File: config.mk
export PLATFORM = sky130hd
export DESIGN_NAME = axis_sym_unpack
export DESIGN_NICKNAME = d
export VERILOG_FILES = /design/src/rtl/axis_sym_unpack_pkg.sv /design/src/rtl/axis_sym_unpack.sv
export SDC_FILE = /design/constraint.sdc
export NUM_CORES = 1
export LEC_CHECK = 0
export CAP_MARGIN = 20
export CORE_MARGIN = 5
export CORE_UTILIZATION = 47
export CTS_CLUSTER_DIAMETER = 80
export DETAILED_ROUTE_END_ITERATION = 10
export PLACE_DENSITY_LB_ADDON = 0.05
export SETUP_SLACK_MARGIN = 0.1
export SLEW_MARGIN = 10
export SYNTH_ARGS = -nofsm -noshare
export SYNTH_HDL_FRONTEND = slang
export SYNTH_SLANG_ARGS = --single-unit
File: constraint.sdc
create_clock -name axis_data_clk -period 4.3 [get_ports axis_data_clk]
set_input_delay 1.29 -clock axis_data_clk [delete_from_list [all_inputs] [get_ports axis_data_clk]]
set_output_delay 1.29 -clock axis_data_clk [all_outputs]
set_load 0.05 [all_outputs]
File: src/rtl/axis_sym_unpack_pkg.sv
// Shared types and helpers for the AXI-Stream word-to-symbol unpacker.
package sym_unpack_pkg;

    typedef enum logic {IDLE, ACTIVE} state_t;

    localparam int SPS_MIN = 1;

    function automatic int nsym(input int in_w, input int sym_w);
        return in_w / sym_w;
    endfunction

endpackage

File: src/rtl/axis_sym_unpack.sv
// Splits each AXIS word into SYM_W-bit symbols, repeating each symbol sps times.
// Output beat, last flag and valid all come straight from flops.
module axis_sym_unpack
    import sym_unpack_pkg::*;
#(
    parameter int IN_W      = 32,
    parameter int SYM_W     = 2,
    parameter int OUT_W     = 32,
    parameter int SPS_W     = 8,
    parameter bit MSB_FIRST = 1'b1
) (
    input  logic             axis_data_clk,
    input  logic             axis_data_rst_n,
    input  logic [SPS_W-1:0] cfg_sps,
    input  logic             cfg_msb_first,
    input  logic [IN_W-1:0]  s_tdata,
    input  logic             s_tlast,
    input  logic             s_tvalid,
    output logic             s_tready,
    output logic [OUT_W-1:0] m_tdata,
    output logic             m_tlast,
    output logic             m_tvalid,
    input  logic             m_tready,
    output logic             busy
);

    localparam int NSYM  = nsym(IN_W, SYM_W);
    localparam int IDX_W = (NSYM > 1) ? $clog2(NSYM) : 1;
    localparam logic [IDX_W-1:0] LAST_IDX = IDX_W'(NSYM - 1);

    if (IN_W % SYM_W != 0) begin : g_bad_in_w
        $error("axis_sym_unpack: IN_W must be a multiple of SYM_W");
    end
    if (OUT_W < SYM_W) begin : g_bad_out_w
        $error("axis_sym_unpack: OUT_W must be at least SYM_W");
    end

    state_t           r_state, w_state_nx;
    logic [IN_W-1:0]  r_word, w_word_sh;
    logic             r_msb, r_tlast, r_rdy_en;
    logic [SPS_W-1:0] r_sps, r_rep, w_sps_ld, w_sps_m1, w_rep_inc;
    logic [IDX_W-1:0] r_idx, w_idx_inc;
    logic [OUT_W-1:0] r_mdata;
    logic             r_mlast;
    logic             w_active, w_beat, w_rep_end, w_last_beat, w_load;

    // The read end is the top of the word in MSB-first mode, the bottom otherwise.
    function automatic logic [OUT_W-1:0] read_end(input logic [IN_W-1:0] w, input logic msb);
        logic [SYM_W-1:0] s;
        s = msb ? w[IN_W-1 -: SYM_W] : w[SYM_W-1:0];
        return OUT_W'(s);
    endfunction

    assign w_active    = (r_state == ACTIVE);
    assign w_beat      = w_active & m_tready;
    assign w_sps_m1    = r_sps - SPS_W'(1);
    assign w_rep_end   = (r_rep == w_sps_m1);
    assign w_last_beat = w_beat & w_rep_end & (r_idx == LAST_IDX);
    assign s_tready    = r_rdy_en & (~w_active | w_last_beat);
    assign w_load      = s_tvalid & s_tready;
    assign w_sps_ld    = (cfg_sps == '0) ? SPS_W'(SPS_MIN) : cfg_sps;
    assign w_word_sh   = r_msb ? (r_word << SYM_W) : (r_word >> SYM_W);
    assign w_rep_inc   = r_rep + SPS_W'(1);
    assign w_idx_inc   = r_idx + IDX_W'(1);

    assign m_tvalid = w_active;
    assign m_tdata  = r_mdata;
    assign m_tlast  = r_mlast;
    assign busy     = w_active;

    always_ff @(posedge axis_data_clk or negedge axis_data_rst_n) begin
        if (!axis_data_rst_n) begin
            r_state  <= IDLE;
            r_rdy_en <= 1'b0;
        end else begin
            r_state  <= w_state_nx;
            r_rdy_en <= 1'b1;
        end
    end

    always_comb begin
        w_state_nx = r_state;
        case (r_state)
            IDLE:    if (w_load) w_state_nx = ACTIVE;
            ACTIVE:  if (w_last_beat && !w_load) w_state_nx = IDLE;
            default: w_state_nx = IDLE;
        endcase
    end

    // A load on the final beat takes priority so the next word follows with no bubble.
    always_ff @(posedge axis_data_clk or negedge axis_data_rst_n) begin
        if (!axis_data_rst_n) begin
            r_word  <= '0;
            r_msb   <= MSB_FIRST;
            r_tlast <= 1'b0;
            r_sps   <= SPS_W'(SPS_MIN);
            r_rep   <= '0;
            r_idx   <= '0;
            r_mdata <= '0;
            r_mlast <= 1'b0;
        end else if (w_load) begin
            r_word  <= s_tdata;
            r_msb   <= cfg_msb_first;
            r_tlast <= s_tlast;
            r_sps   <= w_sps_ld;
            r_rep   <= '0;
            r_idx   <= '0;
            r_mdata <= read_end(s_tdata, cfg_msb_first);
            r_mlast <= s_tlast & (LAST_IDX == '0) & (w_sps_ld == SPS_W'(1));
        end else if (w_beat) begin
            if (w_last_beat) begin
                r_mdata <= '0;
                r_mlast <= 1'b0;
            end else if (w_rep_end) begin
                r_rep   <= '0;
                r_idx   <= w_idx_inc;
                r_word  <= w_word_sh;
                r_mdata <= read_end(w_word_sh, r_msb);
                r_mlast <= r_tlast & (w_idx_inc == LAST_IDX) & (r_sps == SPS_W'(1));
            end else begin
                r_rep   <= w_rep_inc;
                r_mlast <= r_tlast & (r_idx == LAST_IDX) & (w_rep_inc == w_sps_m1);
            end
        end
    end

endmodule
Word-level counts from Yosys, hierarchy flattened

Index checks and enable logic that the tools add are counted.

Eq/ne operators: 6
Multiplexer cells: 27
Add/sub/neg operators: 3
Reduce and logical (&&, ||, !) cells: 9
Bitwise operators: 11

Operators by type and width:

| operator            | count |
|---|---|
| $mux 32             | 9 |
| $mux 8              | 5 |
| $eq 8x8->1          | 2 |
| $mux 4              | 4 |
| $and 1x1->1         | 9 |
| $add 8x1->8 const B | 1 |
| $eq 4x4->1 const B  | 2 |
| $eq 8x1->1 const B  | 1 |
| $logic_not 8->1     | 1 |
| $sub 8x1->8 const B | 1 |
| $mux 1              | 6 |
| $add 4x1->4 const B | 1 |
| $mux 2              | 2 |
| $reduce_and 2->1    | 2 |
| $reduce_bool 2->1   | 2 |
| $reduce_and 3->1    | 1 |
| $reduce_bool 3->1   | 1 |
| $ne 2x1->1 const B  | 1 |
| $pmux 1 s2          | 1 |
| $logic_and 1x1->1   | 1 |
| $logic_not 1->1     | 1 |
| $not 1->1           | 1 |
| $or 1x1->1          | 1 |

Word-level logic and storage cells: 66
Output and inout bits: 36
Register bits: 89
Input port bits: 46

Depth between registers and ports, before layout

Depth in word-level cells: 11
Mapped depth: 10
Mapped depth without buffers: 8

Least setup slack after synthesis

OpenSTA, ideal clock, no wires.

Path type: reg-to-output
Start point: register r_sps[3]
End point: output s_tready
Stages on the path, launching flop included: 8
Data required time: 3.010 ns
Setup slack: 0.331 ns
Arrival time: 2.679 ns
Path buffers: 1
Cell sequence: dfrtp_1 or3_1 buf_2 or4_4 a22oi_1 o211ai_1 o31ai_1 and2_1

Longest elaborated chain between the ends: 6

Ends and longest elaborated chain:

| what                     | RTL line               | text |
|---|---|---|
| start: declaration       | axis_sym_unpack.sv:41  | `logic [SPS_W-1:0] r_sps, r_rep, w_sps_ld, w_sps_m1, w_rep_inc;` |
| start signal: assignment | axis_sym_unpack.sv:96  | `r_sps <= SPS_W'(SPS_MIN);` |
| start signal: assignment | axis_sym_unpack.sv:105 | `r_sps <= w_sps_ld;` |
| $sub 8x1->8              | axis_sym_unpack.sv:56  | `assign w_sps_m1 = r_sps - SPS_W'(1);` |
| $eq 8x8->1               | axis_sym_unpack.sv:57  | `assign w_rep_end = (r_rep == w_sps_m1);` |
| $and 1x1->1 (2 in a row) | axis_sym_unpack.sv:58  | `assign w_last_beat = w_beat & w_rep_end & (r_idx == LAST_IDX);` |
| $or 1x1->1               | axis_sym_unpack.sv:59  | `assign s_tready = r_rdy_en & (~w_active \| w_last_beat);` |
| $and 1x1->1              | axis_sym_unpack.sv:59  |  |
| end: declaration         | axis_sym_unpack.sv:19  | `output logic s_tready,` |

Every way passes these cells.

Worst setup path after layout

Start point: register r_sps[2]
End point: output s_tready

Same word-level chain as after synthesis.

==> metrics <==
initial DRC count=between 100 and 150; RSZ-0062 raised after global routing=no; clock share of power=22.7%; Final Skew=11.7 ps; Worst-path clk slew=60 ps; nets=around 470; Clk Tree Root Cell=clkbuf_8; placed cells=around 500; status=completed; Setup Fix Bufs, Post-CTS=0; average size of a mapped cell=11.1 um2; sw frac=34.3%; Initial Utilization=48.5%; Layout area overhead=17.8%; H-tree Lvls=3; CP Capture Type=output port; WHS=between 500 and 600 ps; number of fill cells=~740; worst path arrival time=2760 ps; CP max FO=7; fraction of registers with async set/reset=between 90% and 100%; worst path required time=3010 ps; die width=103 um; TritonCTS clock tree=yes; cell taking the most area after synthesis=dfrtp_1; r2r startpoint=r_sps[1]; worst skew pair latency=330 ps; sequential element share of the synthesized area=a little under two fifths; via count=2823; flops & latches, synth=between 50 and 60; max_cap viols=0; Final Non-Filler Cells=about 520; n_diodes=0; detailed placement HPWL=6090 um; FP Rows=33; largest net degree at the start of global routing=36; average wire per standard cell=approximately 16 um; worst slew pin tran=between 800 and 900 ps; CTS buffer count=9; Mapped Cells=between 300 and 400; Routed Wire Length=8420 um; Post-synth EDFFs=0; num ports=82; Max clock buf depth=2; first drt pass iteration count=4; die area=about 11000 um2; commonest non-fill, non-tap cell in the layout=dfrtp_1; DR DRC count=0; most frequent cells in the layout=dfrtp_1, mux2_2, clkdlybuf4s50_1; CP Class=flip-flop to output port; routability cong.=0.869; I/O Buffers=a little over 50; sequential power share=40.1%; Peak Freq=247 MHz; Leak=2.02 nW; Pint=1.49 mW; Critical Path Start Type=flip-flop; core area=8300 um2; pwr dens=477 nW/um2; vias in the first global route=2755; layout cells sized above 1=just over 20%; Final Setup Violations=0; initial antenna violation count=0; HP Class=flip-flop to flip-flop; synthesized cell area=4020 um2; ranking of synthesized cells by area=dfrtp_1, mux2_2, mux2_1, buf_4, xnor2_1; Synth top area share=35.4%; first-pass GRT wire length=about 14000 um; crit share post-route=94.2%; worst setup path start=r_sps[2]; CTS sink cnt=between 50 and 60; Period minus WS final=approximately 4000 ps; Distinct cells, synth=54; Routed Antenna Nets=0; Max transition margin=40.1%; Resized cells post-CTS=0; Sw Pwr=776 uW; combinational share of power=37.2%; GRT Overall Usage=16.9%; Hold Path Origin=m_tlast; Vias/cell=5.39; Die Y=103 um; CTS Hold Bufs=0; ys flop type=dfrtp_1; total gr overflow=0; Fin. Hold Viols=0; max-slew violation count=0; setup_tns=0 ps; Max IR drop VDD=0.000225 V; YS warnings=0
==> logic make-up after synthesis <==
group | count (synthesis) | share of synthesized area (%)
mux | 101 | 28.0
simple gates | 68 | 10.0
compound gates | 58 | 10.1
buf+inv | 53 | 8.61
other cells | 2 | 0.187
xor+xnor | 17 | 4.76
flops | 59 | 36.8
fa+ha+maj | 5 | 1.55
==> worst max-delay path, cell delays in order (launching register included) <==
cell	delay, ps
dfrtp_1	450
or3_4	440
or4_1	580
a22oi_2	210
o211ai_1	160
o31ai_2	240
and2_1	210
buf_12	140
==> worst paths after layout <==
| check | end | slack (ps) | depth (start not counted) |
|---|---|---|---|
| max in group asynchronous | r_msb | 2370 | 2 |
| max reg2reg | r_word[28] | 1010 | 9 |
| max | s_tready | 250 | 7 |
| min in group asynchronous | r_sps[7] | 1060 | 1 |
| min reg2reg | m_tlast | 510 | 2 |
| min | m_tlast | 510 | 2 |
==> sequential cells by signal (all words and copies together), names as in the netlist <==
| name | flops |
|---|---|
| busy | 1 |
| m_tdata | 2 |
| m_tlast | 1 |
| r_idx | 4 |
| r_msb | 1 |
| r_rdy_en | 1 |
| r_rep | 8 |
| r_sps | 8 |
| r_tlast | 1 |
| r_word | 32 |
==> cell type report <==
class                      instances  area [um2]  share of cell area [%]
sequential                        59        1480                    31.2
clock inverter                     4        48.8                    1.03
clock buffer                      12         155                    3.27
multi-input combinational        280        2330                    49.1
tap                              105         131                    2.77
timing repair buffer              60         583                    12.3
inverter                           4        15.0                   0.317
==> stage by stage <==
stage	area (um2)	util, %	worst slack [ps]	power [mW]
after floorplan	4130	-	331	1.55
after global placement	4520	54.4	517	1.73
after detailed placement	4520	54.4	473	1.75
after CTS	4720	56.9	107	2.28
after global routing	4740	57.1	77.6	2.42
final	4740	57.1	250	2.26
==> synth_stat cells, drive strengths merged, types with 2 or more instances <==
library cell,instances
conb,2
a311o,2
mux2,93
o21ai,13
dfstp,2
xor2,3
a311oi,2
nor4,3
or4,4
o21a,3
nand3,9
mux2i,8
and2,6
nand3b,5
o31ai,3
nor2,5
a22oi,2
nand2,9
nor3,4
dfrtp,57
buf,42
or3,6
xnor3,2
xnor2,11
and3,4
a2111oi,3
inv,4
ha,5
nor2b,4
a31oi,5
clkbuf,7
a21oi,17
a211oi,2
nand4b,3
==> power by group through the flow <==
stage	combinational, mW	clock (mW)	sequential (mW)
finish	0.841	0.514	0.906
global route	0.930	0.552	0.935
CTS	0.840	0.534	0.904
detailed placement	0.835	0	0.911
global placement	0.820	0	0.909
floorplan	0.700	0	0.855
==> layer usage <==
layer / GRT usage [%] / vias to the layer above / share of wire, %
met5: 0 / - / 0
met4: 5.75 / 0 / 0.81
met1: 26.1 / 1353 / 50
li1: - / 1379 / -
met2: 23.5 / 85 / 42
met3: 3.04 / 6 / 6.7
Power figures use the tool's default switching activity.
